===== config.mk =====
export PLATFORM = sky130hd
export DESIGN_NAME = uart_rx_fifo
export DESIGN_NICKNAME = d
export VERILOG_FILES = /design/src/rtl/uart_rx_fifo.sv
export SDC_FILE = /design/constraint.sdc
export NUM_CORES = 1
export LEC_CHECK = 0
export ABC_CLOCK_PERIOD_IN_PS = 3910
export BUFFER_PORTS_ARGS = -buffer_cell sky130_fd_sc_hd__buf_2
export CAP_MARGIN = 5
export CELL_PAD_IN_SITES_DETAIL_PLACEMENT = 0
export CELL_PAD_IN_SITES_GLOBAL_PLACEMENT = 1
export CORE_UTILIZATION = 50
export DETAILED_ROUTE_END_ITERATION = 16
export PLACE_DENSITY_LB_ADDON = 0.08
export SETUP_SLACK_MARGIN = 0.3
export SLEW_MARGIN = 20
export SYNTH_ARGS = -nofsm -noshare
export SYNTH_HDL_FRONTEND = slang
export SYNTH_SLANG_ARGS = --single-unit

===== constraint.sdc =====
create_clock -name clk -period 3.91 [get_ports clk]
set_input_delay 0.1955 -clock clk [delete_from_list [all_inputs] [get_ports clk]]
set_output_delay 0.1955 -clock clk [all_outputs]
set_load 0.02 [all_outputs]

===== src/rtl/uart_rx_fifo.sv =====
// Receive buffer behind the UART receiver: acknowledges each byte with a one-cycle
// rx_done pulse and queues it in a first-word-fall-through FIFO with overrun and fill-level irq.
module uart_rx_fifo #(
  parameter int DEPTH_LOG2 = 4,
  parameter int THRESH     = 8
) (
  input  logic                  clk,
  input  logic                  rst,
  input  logic                  rx_rdy,
  input  logic [7:0]            rx_data,
  output logic                  rx_done,
  input  logic                  rd_en,
  output logic [7:0]            rd_data,
  output logic                  empty,
  output logic                  full,
  output logic [DEPTH_LOG2:0]   count,
  output logic                  ovr,
  input  logic                  ovr_clr,
  output logic                  irq
);

  localparam int DEPTH = 1 << DEPTH_LOG2;
  localparam logic [DEPTH_LOG2:0] DEPTH_C  = (DEPTH_LOG2 + 1)'(DEPTH);
  localparam logic [DEPTH_LOG2:0] THRESH_C = (DEPTH_LOG2 + 1)'(THRESH);

  typedef enum logic {IDLE, ACK} state_t;

  logic [7:0]            mem_q [DEPTH];
  state_t                state_q, state_d;
  logic [DEPTH_LOG2-1:0] wr_ptr_q, wr_ptr_d;
  logic [DEPTH_LOG2-1:0] rd_ptr_q, rd_ptr_d;
  logic [DEPTH_LOG2:0]   count_q, count_d;
  logic                  rx_done_q, rx_done_d;
  logic                  ovr_q, ovr_d;
  logic                  irq_q, irq_d;
  logic                  accept, pop, wr_en, drop;

  always_comb begin
    state_d   = state_q;
    wr_ptr_d  = wr_ptr_q;
    rd_ptr_d  = rd_ptr_q;
    count_d   = count_q;
    ovr_d     = ovr_q;
    accept    = (state_q == IDLE) && rx_rdy;
    pop       = rd_en && (count_q != '0);
    // A pop on the same edge frees the slot, so a full FIFO can still take the byte.
    wr_en     = accept && ((count_q != DEPTH_C) || pop);
    drop      = accept && !wr_en;
    rx_done_d = accept;

    case (state_q)
      IDLE:    if (rx_rdy) state_d = ACK;
      ACK:     state_d = IDLE;
      default: state_d = IDLE;
    endcase

    if (wr_en) wr_ptr_d = wr_ptr_q + DEPTH_LOG2'(1);
    if (pop)   rd_ptr_d = rd_ptr_q + DEPTH_LOG2'(1);

    case ({wr_en, pop})
      2'b10:   count_d = count_q + (DEPTH_LOG2 + 1)'(1);
      2'b01:   count_d = count_q - (DEPTH_LOG2 + 1)'(1);
      default: count_d = count_q;
    endcase

    irq_d = (count_d >= THRESH_C);

    if (drop)         ovr_d = 1'b1;
    else if (ovr_clr) ovr_d = 1'b0;
  end

  always_ff @(posedge clk or negedge rst) begin
    if (!rst) begin
      state_q   <= IDLE;
      wr_ptr_q  <= '0;
      rd_ptr_q  <= '0;
      count_q   <= '0;
      rx_done_q <= 1'b0;
      ovr_q     <= 1'b0;
      irq_q     <= 1'b0;
    end else begin
      state_q   <= state_d;
      wr_ptr_q  <= wr_ptr_d;
      rd_ptr_q  <= rd_ptr_d;
      count_q   <= count_d;
      rx_done_q <= rx_done_d;
      ovr_q     <= ovr_d;
      irq_q     <= irq_d;
    end
  end

  // Storage is deliberately left out of reset so it maps onto plain RAM.
  always_ff @(posedge clk) begin
    if (wr_en) mem_q[wr_ptr_q] <= rx_data;
  end

  assign empty   = (count_q == '0);
  assign full    = (count_q == DEPTH_C);
  assign count   = count_q;
  assign rd_data = empty ? 8'h00 : mem_q[rd_ptr_q];
  assign rx_done = rx_done_q;
  assign ovr     = ovr_q;
  assign irq     = irq_q;

endmodule


Word-level counts from Yosys, hierarchy flattened
Memory sizes are Yosys's and may differ from the RTL's.
Cells that the tools add are included.
{ "totals": {"rom_bits": 0, "mem_bits_rw": 128, "inputBits": 13, "regBits": 17, "wordCells": 35, "latch_bits": 0, "mem_count": 1, "output_inout_bits": 18} }
{ "memory_table": {"columns": ["name", "depth", "word_bits", "read_ports", "rd_ports_with_merged_regs", "write_ports", "line_no", "source"], "rows": [
  ["mem_q", 16, 8, 1, 0, 1, "28", "logic [7:0] mem_q [DEPTH];"]
]} }
{ "op_classes": {"n_reduce_logical": 9, "shifts": 0, "multipliers": 0, "n_lt_le_gt_ge": 1, "n_mux": 8, "addsub": 4, "n_bitwise": 1, "n_eq_ne": 4, "div_mod_pow": 0} }
{ "ops": {"columns": ["cell", "count"], "rows": [
  ["$pmux W5 S2", 1],
  ["$add A4 B1 Y4 const B", 2],
  ["$mux W8", 1],
  ["$add A5 B1 Y5 const B", 1],
  ["$eq A5 B5 Y1 const B", 1],
  ["$ge A5 B4 Y1 const B", 1],
  ["$logic_not A5 Y1", 1],
  ["$mux W1", 5],
  ["$ne A5 B5 Y1 const B", 1],
  ["$reduce_bool A5 Y1", 1],
  ["$sub A5 B1 Y5 const B", 1],
  ["$logic_and A1 B1 Y1", 4],
  ["$eq A2 B1 Y1 const B", 1],
  ["$eq A2 B2 Y1 const B", 1],
  ["$pmux W1 S2", 1],
  ["$reduce_bool A2 Y1", 1],
  ["$logic_not A1 Y1", 1],
  ["$logic_or A1 B1 Y1", 1],
  ["$not A1 Y1", 1]
]} }

Depth between registers and ports, before layout
Gate-level depths: netlist (run 1).
{ "depth": {"depth_word": 7, "ltp_mapped": 10, "ltp_nobuf": 9} }

Least setup slack after synthesis (run 1)
Ideal clock, no wire load.
{ "synth_timing": {"kind": "reg-to-reg", "startpoint": "register count_q[0] (netlist: count[0])", "endpoint": "register irq_q (netlist: irq)", "arrival_time_ns": 2.975, "setup_ns": 0.143, "n_path_buf": 1, "slack_ns": 0.792, "synth_period_minus_slack_ns": 3.118, "required_time_ns": 3.767, "path_stages_with_launch": 11, "path_cell_list": "dfrtp_1 > nor4_4 > and2_2 > buf_4 > nor2_1 > fa_1 > a21o_1 > a2111oi_0 > a211oi_1 > nor4_1 > o211ai_1"} }
{ "synth_between": {"elab_chain_cells": 7, "elab_cells_between_ends": 11, "classes_between": "2 x add/sub; 1 x order compare; 3 x eq/ne; 1 x mux; 4 x reduce/logical"} }
{ "synth_rtl": {"columns": ["element", "line_no", "source"], "rows": [
  ["from (decl)", "32", "logic [DEPTH_LOG2:0] count_q, count_d;"],
  ["from (signal assigned)", "85", "count_q <= count_d;"],
  ["$reduce_bool A5 Y1", "45", "pop = rd_en && (count_q != '0);"],
  ["$logic_and A1 B1 Y1", "45", null],
  ["$logic_or A1 B1 Y1", "47", "wr_en = accept && ((count_q != DEPTH_C) || pop);"],
  ["$logic_and A1 B1 Y1", "47", null],
  ["$eq A2 B1 Y1 / $eq A2 B2 Y1 (equally long branches)", "60", "case ({wr_en, pop})"],
  ["$pmux W5 S2 (*)", "60", null],
  ["$ge A5 B4 Y1 (*)", "66", "irq_d = (count_d >= THRESH_C);"],
  ["net irq_d", "35", "logic irq_q, irq_d;"],
  ["to (signal assigned)", "88", "irq_q <= irq_d;"],
  ["to (decl)", "35", null]
]} }
The timed path passes the listed nets; every way through them passes the cells marked *.
A chain may end at the register's enable or synchronous reset.

Worst setup path in the final report (run 1)
Same ends and word-level chain as after synthesis.

==> results of run 1 <==
## worst max-delay path by stage
stage | end | slack, ps
floorplan | irq$_DFF_PN0_ | 790
global placement | irq$_DFF_PN0_ | 970
detailed placement | irq$_DFF_PN0_ | 950
CTS | rd_data[6] | 880
global route | irq$_DFF_PN0_ | 690
finish | irq$_DFF_PN0_ | 930
## synth_stat cells, types with 2 or more instances
master / n
edfxtp_1: 128
mux4_2: 33
dfrtp_1: 16
and2_1: 12
inv_1: 11
ha_1: 8
nor2_1: 8
mux4_1: 7
nand2_1: 6
xnor2_1: 6
nor2b_1: 5
a21o_1: 3
and3_1: 3
buf_2: 3
buf_4: 3
buf_8: 3
mux2_1: 3
nor2b_4: 3
xor2_1: 3
buf_6: 2
nand2b_1: 2
nand3_1: 2
nand3b_1: 2
nor4_1: 2
o22ai_1: 2
## registers in the layout, summed over array words and instances, names as in the netlist
register,cells
ovr,1
rd_ptr_q,4
count,5
wr_ptr_q,4
irq,1
rx_done,1
mem_q,128
## through the flow
stage | cells | total power [W] | util (%) | setup WS [ps]
2_1_floorplan | 290 | 0.003241 | - | 791.9
3_5_place_dp | 459 | 0.003622 | 54.23 | 952.9
4_1_cts | 493 | 0.005320 | 59.81 | 883.4
3_3_place_gp | 459 | 0.003615 | 54.23 | 966.7
6_report | 493 | 0.005257 | 59.81 | 929.6
5_1_grt | 493 | 0.005505 | 59.81 | 686.5
## layer usage
metal	wire length (um)	share of wire [%]	GRT usage, %
met1	5121	45	27.96
met2	5603	50	32.08
met4	111	0.98	8.018
met3	475	4.2	4.374
met5	0	0	0
## tightest hold or removal path, cell delays in order
cell and delay [ps]:
buf_2 140, nand3b_1 100, xnor2_1 60
## report_power, final
part           internal [W]  switching, W
sequential          0.00185      0.000203
combinational      0.000775      0.000736
clock               0.00111      0.000580
## cells by family after synthesis
group	count (synthesis)
xor+xnor	9
fa+ha+maj	9
buf+inv	23
compound gates	13
mux	43
flops	144
simple gates	49
## cell type report
type,count,area (sq um)
fillers,834,4628
clock inverters,15,197.7
multi-input cells,123,1560
flip-flops and latches,144,4245
well taps,143,178.9
inverters,12,45.04
repair buffers,39,235.2
clock buffers,17,425.4
## what timing repair did
item / CTS / global route
hold buffers: 2 / 0
hold endpoints to repair: 17 / 0
resized for setup: 0 / 0
==> impl_results.md, run 1 <==
- Outcome: finished with violations
- Failing checks: design-rule violations
- Hold Violations, Final: 0
- Flop-to-flop setup slack: 930 ps
- Post-synth EDFFs: around 130
- CTS tree: built
- Sum Neg Setup Slack: 0 ps
- Async SR Flop Fraction: roughly 11%
- Core Area: between 10000 and 15000 sq um
- Simple-Gate Fraction of Synth Area: about 5.2%
- Pwr/cell area: 763.2 nW/um^2
- Flops & latches, synth: between 100 and 150
- CP startpoint kind: flip-flop
- Setup Skew: 6.340 ps
- Post-CTS Repair Setup Buffers: 0
- Slowest cell on crit path: dfrtp_1
- Area after DPL: between 6000 and 7000 sq um
- P_leak: around 2.4 nW
- Total GRT Usage: a little over 20%
- Overall routed net length: 11310 um
- CP bufs+invs: 0
- Arrival time at the worst endpoint: roughly 3300 ps
- Mapped Cells: 290
- Worst Hold Endpoint: rd_ptr_q[2]$_DFFE_PN0P_
- Worst Hold Path Cells: 3
- DIE WIDTH: ~110 um
- Worst-path fanout max: 6
- Full die area: roughly 12000 sq um
- RSZ-0062 raised after global routing: no
- Distinct cells, synth: 39
- Area contributors post-synth: edfxtp_1, mux4_2, dfrtp_1
- P&R area growth vs syn: 15.68%
- Layout cells sized above 1: approximately 30%
- Remaining antenna violation count: 0
- CTS root buf: clkbuf_16
- # H-tree levels: 4
- Die height: approximately 110 um
- Worst reg2reg endpoint: irq$_DFF_PN0_
- Largest net degree at the start of global routing: 36
- Max Fclk: ~340 MHz
- Net count, final: roughly 360
- R2R Path Start: count[0]$_DFF_PN0_
- Mean area per synthesized cell: between 20 and 25 sq um
- Worst Setup End Kind: flip-flop
- Initial DRC count: around 170
- DRC: 6
- First-pass GRT wire length: between 15000 and 20000 um
- Reg2Reg Depth: 9
- Wire length per cell: between 20 and 25 um
- CTS Buf Count: 17
- Vias: between 2k and 3k
- Post-synth top area share: between 60% and 70%
- Core Rows: 39
- Post-Syn Area: a little under 6000 sq um
- Port Buffer Count: 30
- Pre-antenna DRT Iters: 11
- Syn Nets: between 300 and 400
- Final instance area: 6888 sq um
- Hold path start: rd_en
- Sequential area share after synthesis: roughly 71%
- Yosys warning count: 0
- Worst hold path type: in2reg
- Adder-cell share of the synthesized area: around 2.0%
- Setup Viol. Count Final: 0
- Commonest non-fill, non-tap cell in the layout: edfxtp_1
- WS Path Type: reg2reg
- Cell depth of the worst setup path: 9
- Post-synthesis xor/xnor area fraction: under 10%
- CP Cell Sequence: nor4_4, and2_2, nor2_1, fa_1, a21o_1, a2111oi_0, a211oi_1, nor4_1, o211ai_1
- Worst skew pair latency: roughly 400 ps
- CTS Buffer Depth: 2
- DP HPWL: roughly 6900 um
- Maxcap violations: 0
- Vias in the first global route: about 3k
- Cell family with most CP delay: simple AND/OR/NAND/NOR gates
- Synth Area in Compound Gates: 1.492%
- Ys flop type: edfxtp_1
- Critical Path Source: count[0]$_DFF_PN0_
- Most area-hungry cell type in the Yosys netlist: edfxtp_1
- Mux cell area share after synthesis: 16.14%
- Global route overflow: 0
- Initial Utilization: between 50% and 60%
- Routability congestion estimate: between 0.7 and 0.8
- CTS sink cnt: ~140
- Clk slew on worst S/H paths: ~60 ps
- Most frequent cells in the layout: edfxtp_1, mux4_2, buf_2, clkbuf_16, dfrtp_1
- Tmin final: roughly 3000 ps
- Worst slew pin tran: around 770 ps
- Worst hold slack: between 100 and 150 ps
- Number of diodes: 0
- Main combinational cell family by area after synthesis: multiplexers
- Num ports: 31
- Initial antenna violation count: 0
- Critical Path Max Stage Delay: around 460 ps
- Max_slew headroom: between 40% and 50%
- Final Max Slew Viols: 0
- Vias per cell: 5.728
- Peak supply drop: about 0.37 mV
- Final Cycle Share: between 70% and 80%
- Worst Path Required: approximately 4200 ps
Note: power is estimated with default switching activity, not from simulation.
==> run 2, diff against run 1 <==
Settings changed: ABC_AREA set to 1, ABC_CLOCK_PERIOD_IN_PS 3910 to 2730, CORE_UTILIZATION 50 to 44.
Clock period 3.91 ns to 2.73 ns, I/O delays scaled along.
==> run 2 against run 1 <==
Effect of this change: the flow now finishes without violations; utilization is 6.3 points lower; global-route usage grew 1.6 points; cell area rose by 4.5%; sequential power grew 37%; register-to-register slack worse by 360 ps; count of clock-buffer cells in the layout grew 4; combinational power rose by 92%; non-clock buffer count up 9; critical path type is now reg2out; largest cell class unchanged.
==> impl_results.md, run 2 <==
- Post-synth top area share: 62.58% (-2.0 points)
- Flop-to-flop setup slack: 570 ps (-360 ps)
- Seq. cell area: 4245 sq um (unchanged)
- Post-Syn Area: 6142 sq um (+3.2%)
- P_leak: 2.824 nW (+16%)
- Most numerous cell in the Yosys netlist: nand2_1
- CTS tree: built
- Flops & latches, synth: 144 (unchanged)
- Synth Area in Compound Gates: 1.426% (-0.066 points)
- Initial Utilization: 45.66% (-6.0 points)
- Arrival time at the worst endpoint: 2150 ps (-1100 ps)
- Adder-cell share of the synthesized area: 1.956% (-0.062 points)
- Max reg flops: 128 (unchanged)
- Met3 usage: 4.705% (+0.33 points)
- Syn Nets: 560 (+79%)
- Overall routed net length: 14600 um (+29%)
- Die height: 120.2 um (+8.1%)
- Core Area: 13450 sq um (+17%)
- Yosys warning count: 0 (unchanged)
- Final Cycle Share: approximately 84%
- Outcome: completed
- Mux cell area share after synthesis: 0% (-16 points)
- Clk slew on worst S/H paths: 60 ps (about the same)
- Initial DRC count: 355 (+100%)
- Worst-path fanout max: 17 (+11)
- Global route hottest layer: met2
- DIE WIDTH: 120.2 um (+8.1%)
- Distinct cells, synth: 27 (-31%)
- GR Layer Usage met1: 30.31% (+2.3 points)
- Mean area per synthesized cell: 11.42 sq um (-44%)
- Biggest register: mem_q
- Worst skew pair latency: 420 ps (about the same)
- DP HPWL: 8500 um (+23%)
- Final Max Slew Viols: 0 (unchanged)
- Remaining antenna violation count: 0 (unchanged)
- Max_slew headroom: 46.62% (-2.0 points)
- Mapped Cells: 538 (+86%)
- CP startpoint kind: flip-flop
- Simple-Gate Fraction of Synth Area: 22.02% (+17 points)
- CTS root buf: clkbuf_16
- # H-tree levels: 4 (unchanged)
- Synth cell count leaders: nand2_1, edfxtp_1, nand3_1
- Post-synthesis xor/xnor area fraction: 1.283% (-0.040 points)
- Net count, final: 602 (+68%)
- Commonest non-fill, non-tap cell in the layout: nand2_1
- Layout cells sized above 1: 16.02% (-14 points)
- Tmin final: 2283 ps
- Full die area: 14440 sq um (+17%)
- CTS Buf Count: 17 (unchanged)
- Sequential area share after synthesis: 69.10% (-2.2 points)
- Most frequent cells in the layout: nand2_1, edfxtp_1, nand3_1, buf_2, clkbuf_16
- First-pass GRT wire length: 22740 um (+30%)
- Async SR Flop Fraction: 11.11% (unchanged)
- Vias: 4051 (+43%)
- Initial antenna violation count: 0 (unchanged)
- Setup Viol. Count Final: 0 (unchanged)
- Wire length per cell: 18.98 um (-17%)
- Num ports: 31 (unchanged)
- Peak supply drop: 0.5310 mV (+44%)
- Most area-hungry cell type in the Yosys netlist: edfxtp_1
- Worst hold path type: in2reg
- Routability congestion estimate: 0.8331 (+10%)
- Worst Setup Slack, final: 446.5 ps (-483.0 ps)
- Ys flop type: edfxtp_1
- CTS Buffer Depth: 2 (unchanged)
- Reg2Reg Depth: 13 (+4)
- RSZ-0062 raised after global routing: yes
- Multi-input logic area: 1639 sq um (+5.1%)
- Post-synth EDFFs: 128 (unchanged)
- CTS sink cnt: 144 (unchanged)
- P&R area growth vs syn: 17.15%
- Maxcap violations: 0 (unchanged)
- Sum Neg Setup Slack: 0 ps (unchanged)
- Max Fclk: between 400 and 500 MHz
- Main combinational cell family by area after synthesis: simple AND/OR/NAND/NOR gates
- Number of diodes: 0 (unchanged)
- WS Path Type: reg2out
- Largest net degree at the start of global routing: 67 (+86%)
- Port Buffer Count: 30 (unchanged)
- Vias per cell: 5.268 (-8.0%)
- Pwr/cell area: 1150 nW/um^2 (+51%)
- Total GRT Usage: 21.91% (+1.6 points)
- Vias in the first global route: 3999 (+35%)
- Worst Setup End Kind: primary output
- Setup Skew: 9.396 ps (+3.056 ps)
- Pre-antenna DRT Iters: 5 (-6)
- Met2 GRT Util: 33.69% (+1.6 points)
- Worst Hold Path Cells: 3 (unchanged)
- Area contributors post-synth: edfxtp_1, nand2_1, nand3_1
- Worst Path Required: 2590 ps (-1590 ps)
- Core Rows: 42 (+7.7%)
- Worst slew pin tran: 797.8 ps (+26.76 ps)
- Place WS: 582.8 ps (-370.1 ps)
- Filler cells: 1211 (+45%)
- DRC: 0 (-6)
- Hold Violations, Final: 0 (unchanged)
- Global route overflow: 0 (unchanged)
run 2: cell type report:
class	instances	area share, %
sequential	144	59.00
multi-input combinational	347	22.78
inverter	22	1.217
clock buffer	21	6.677
clock inverter	11	2.539
timing repair buffer	48	4.730
tap	176	3.060
run 2: metrics by stage:
stage / utilization, % / power, W / cell area [sq um] / hold slack (ps) / instances
floorplan: - / 0.004860 / 6142 / -159.1 / 538
global placement: 47.93 / 0.005645 / 6447 / 89.09 / 732
detailed placement: 47.93 / 0.005660 / 6447 / 83.49 / 732
CTS: 53.20 / 0.008248 / 7157 / 30.26 / 768
global route: 53.49 / 0.008746 / 7196 / 33.94 / 769
finish: 53.49 / 0.008273 / 7196 / 43.98 / 769
run 2: per-layer routing:
metal | wire (um) | share of wire, %
met3 | 645 | 4.4
met5 | 0 | 0
met2 | 6758 | 46
met4 | 296 | 2.0
met1 | 6896 | 47
run 2: report_power, final:
group | total (W) | internal, W | leakage (nW) | switching [W]
clock | 0.00257 | 0.00171 | 0.329 | 0.000865
sequential | 0.00280 | 0.00263 | 1.35 | 0.000164
combinational | 0.00290 | 0.000891 | 1.15 | 0.00201
run 2: kinds of logic (layout without fill, tap and decap cells):
logic type	Yosys count	count (layout)
AOI/OAI and AO/OA	16	16
xor gates and xnor gates	9	9
adders and majority gates	9	9
buffers and inverters	47	102
DFF	144	144
and+or+nand+nor	313	313
run 2: path summary, 6_finish.rpt:
| check | startpoint | end |
|---|---|---|
| max | rd_ptr_q[2]$_DFFE_PN0P_ | rd_data[6] |
| min | rd_en | rd_ptr_q[0]$_DFFE_PN0P_ |
| max reg2reg | count[0]$_DFF_PN0_ | irq$_DFF_PN0_ |
| min reg2reg | rx_done$_DFF_PN0_ | rx_done$_DFF_PN0_ |
| max in group asynchronous | rst | rd_ptr_q[0]$_DFFE_PN0P_ |
| min in group asynchronous | rst | count[0]$_DFF_PN0_ |
run 2: timing repair:
| item | 4_1_cts | 5_1_grt |
|---|---|---|
| hold buffers | 4 | 0 |
| hold endpoints to repair | 18 | 0 |
| gates cloned | 0 | 1 |
| endpoints found under the setup margin | 8 | 8 |
| buffers inserted | 0 | 0 |
| resized for setup | 2 | 5 |
run 2: worst max-delay path: stages (launching register included):
cell and delay, ps:
dfrtp_1 340, clkinv_1 560, nand3_1 350, nand2_1 80
nand2_1 120, a21oi_1 100, buf_2 170
==> run 3, diff against run 2 <==
Settings changed: ABC_CLOCK_PERIOD_IN_PS 2730 to 2360, CORE_UTILIZATION 44 to 49.
Clock period 2.73 ns to 2.36 ns, I/O delays scaled along.
==> run 3 against run 2 <==
Effect of this change: highest routed layer unchanged; register-to-register slack worse by 170 ps; sequential cell count unchanged; clock skew down 3.9 ps; worst hold slack better by 67 ps; count of clock-buffer cells in the layout up 4; combinational power up 71%; global-route usage up 3.3 points; die area down 10%.
==> impl_results.md, run 3 (synthesized netlist as in run 2, its figures left out) <==
- # placed instances: 719 (-1.8%)
- Critical Path Max Stage Delay: 440 ps (-120 ps)
- Tmin final: 2149 ps
- Filler cells: 951 (-21%)
- WS Path Type: reg2out
- Pre-antenna DRT Iters: 5 (unchanged)
- Layout cells sized above 1: 34.65% (+19 points)
- Initial Utilization: 50.71% (+5.1 points)
- DIE WIDTH: 114.0 um (-5.2%)
- Final Max Slew Viols: 0 (unchanged)
- Place WS: 194.3 ps (-388.4 ps)
- Area after DPL: 6425 sq um (-0.35%)
- CTS Buffer Depth: 2 (unchanged)
- RSZ-0062 raised after global routing: yes
- Number of diodes: 0 (unchanged)
- Net count, final: 618 (+2.7%)
- Outcome: completed
- Setup Viol. Count Final: 0 (unchanged)
- Final Cycle Share: between 90% and 100%
- Largest net degree at the start of global routing: 35 (-48%)
- P&R area growth vs syn: 27.70%
- Pwr/cell area: 1348 nW/um^2 (+17%)
- Vias in the first global route: 4088 (+2.2%)
- Initial DRC count: 416 (+17%)
- CTS root buf: clkbuf_16
- Commonest non-fill, non-tap cell in the layout: nand2_1
- CTS tree: built
- Worst Path Required: 2240 ps (-350 ps)
- CP Cell Sequence: buf_12, buf_12, clkbuf_16, nand2_2, nand3_2, nand3_2, nand2_1, nand2_1, a21oi_2, buf_4
- Num ports: 31 (unchanged)
- Vias: 4217 (+4.1%)
- First-pass GRT wire length: 23020 um (+1.2%)
- Max_slew headroom: 51.93% (+5.3 points)
- DRC: 0 (unchanged)
- Setup Skew: 5.465 ps (-3.931 ps)
- Worst hold path type: in2reg
- Global route overflow: 0 (unchanged)
- Design Power: 0.01057 W (+28%)
- Maxcap violations: 0 (unchanged)
- Port Buffer Count: 30 (unchanged)
- Seq. cell area: 4249 sq um (about the same)
- DP HPWL: 8630 um (+1.5%)
- Remaining antenna violation count: 0 (unchanged)
- Wire length per cell: 20.14 um (+6.1%)
- CTS sink cnt: 144 (unchanged)
- Total GRT Usage: 25.22% (+3.3 points)
- Arrival time at the worst endpoint: 2030 ps (-120 ps)
- Multi-input logic area: 2048 sq um (+25%)
- Core Rows: 40 (-4.8%)
- P_leak: 3.033 nW (+7.4%)
- Hold Violations, Final: 0 (unchanged)
- Worst-path fanout max: 8 (-9)
- Max Fclk: between 400 and 500 MHz
- Core Area: 12110 sq um (-10%)
- Final cell count without fillers: 777 (+1.0%)
- Worst Setup Slack, final: 211.3 ps (-235.3 ps)
- Most frequent cells in the layout: nand2_1, edfxtp_1, nand3_1, nand3_2, nand2_2
- Peak supply drop: 0.7052 mV (+33%)
- # H-tree levels: 4 (unchanged)
- Full die area: 12990 sq um (-10%)
- Clk slew on worst S/H paths: 50 ps (about the same)
- Vias per cell: 5.427 (+3.0%)
- CP startpoint kind: flip-flop
- Worst slew pin tran: 718.4 ps (-79.43 ps)
- Max reg flops: 128 (unchanged)
- Final instance area: 7844 sq um (+9.0%)
- Worst Setup End Kind: primary output
- Sum Neg Setup Slack: 0 ps (unchanged)
- Routability congestion estimate: 0.7545 (-9.4%)
- Slowest cell on crit path: dfrtp_2
- Initial antenna violation count: 0 (unchanged)
- Biggest register: mem_q
- Overall routed net length: 15650 um (+7.2%)
- CTS Buf Count: 17 (unchanged)
- Worst skew pair latency: 410 ps (about the same)
- Die height: 114.0 um (-5.2%)
==> run 3: cell types whose count changed in the layout (fill, tap and decap cells not counted), moves of 10 or more <==
cell / delta
nor2_2: +10
nor2_1: -11
nand3_2: +42
nand2_1: -35
nand2_2: +33
nand3_1: -42
==> run 3: area by class of cell <==
cell class / instances / area share, %
Inverter: 22 / 1.260
Multi-Input combinational cell: 347 / 26.11
Clock inverter: 7 / 0.4307
Tap cell: 168 / 2.680
Sequential cell: 144 / 54.17
Timing Repair Buffer: 64 / 9.029
Clock buffer: 25 / 6.317
==> run 3: routing by layer <==
metal | GRT usage [%] | up-vias | part of all wire, %
met3 | 4.198 | 16 | 5.1
met2 | 39.11 | 124 | 48
met4 | 10.56 | 0 | 1.7
met1 | 35.54 | 2097 | 45
li1 | - | 1980 | -
met5 | 0 | - | 0
==> run 3: critical path: cells and delay by family (launching register included) <==
kind | cells | cell delay [ps]
flip-flops | 1 | 440
AO/OA/AOI/OAI | 1 | 160
buffers and inverters | 4 | 650
AND/OR/NAND/NOR | 5 | 350
==> run 3: power breakdown <==
part,total [W],switching [W],internal (W)
Combinational,0.00495,0.00295,0.00200
Sequential,0.00325,0.000199,0.00305
Clock,0.00237,0.000931,0.00144
Total,0.0106,0.00408,0.00649
==> run 3: repair_timing <==
action,CTS,global route
resized for setup,45,89
hold buffers,4,0
buffers inserted,9,4
pin swaps,10,64
hold endpoints to repair,18,0
setup endpoints to repair,68,98
gates cloned,4,5
==> run 3: final timing paths <==
path	to	from	slack [ps]	depth (start not counted)
worst max-delay path	rd_data[0]	rd_ptr_q[0]$_DFFE_PN0P_	210	10
min in group asynchronous	count[2]$_DFF_PN0_	rst	150	2
worst min register to register	rx_done$_DFF_PN0_	rx_done$_DFF_PN0_	470	1
worst min-delay path	rd_ptr_q[0]$_DFFE_PN0P_	rd_en	110	4
max in group asynchronous	rd_ptr_q[0]$_DFFE_PN0P_	rst	1900	2
worst max register to register	mem_q[6][4]$_DFFE_PP_	rx_done$_DFF_PN0_	400	5
==> run 3: stage by stage <==
step / util (%) / hold WS (ps)
3_5_place_dp: 53.05 / 58.42
3_3_place_gp: 53.05 / 59.37
2_1_floorplan: - / -177.6
4_1_cts: 60.68 / 10.74
6_report: 64.76 / 111.4
5_1_grt: 64.76 / 113.3
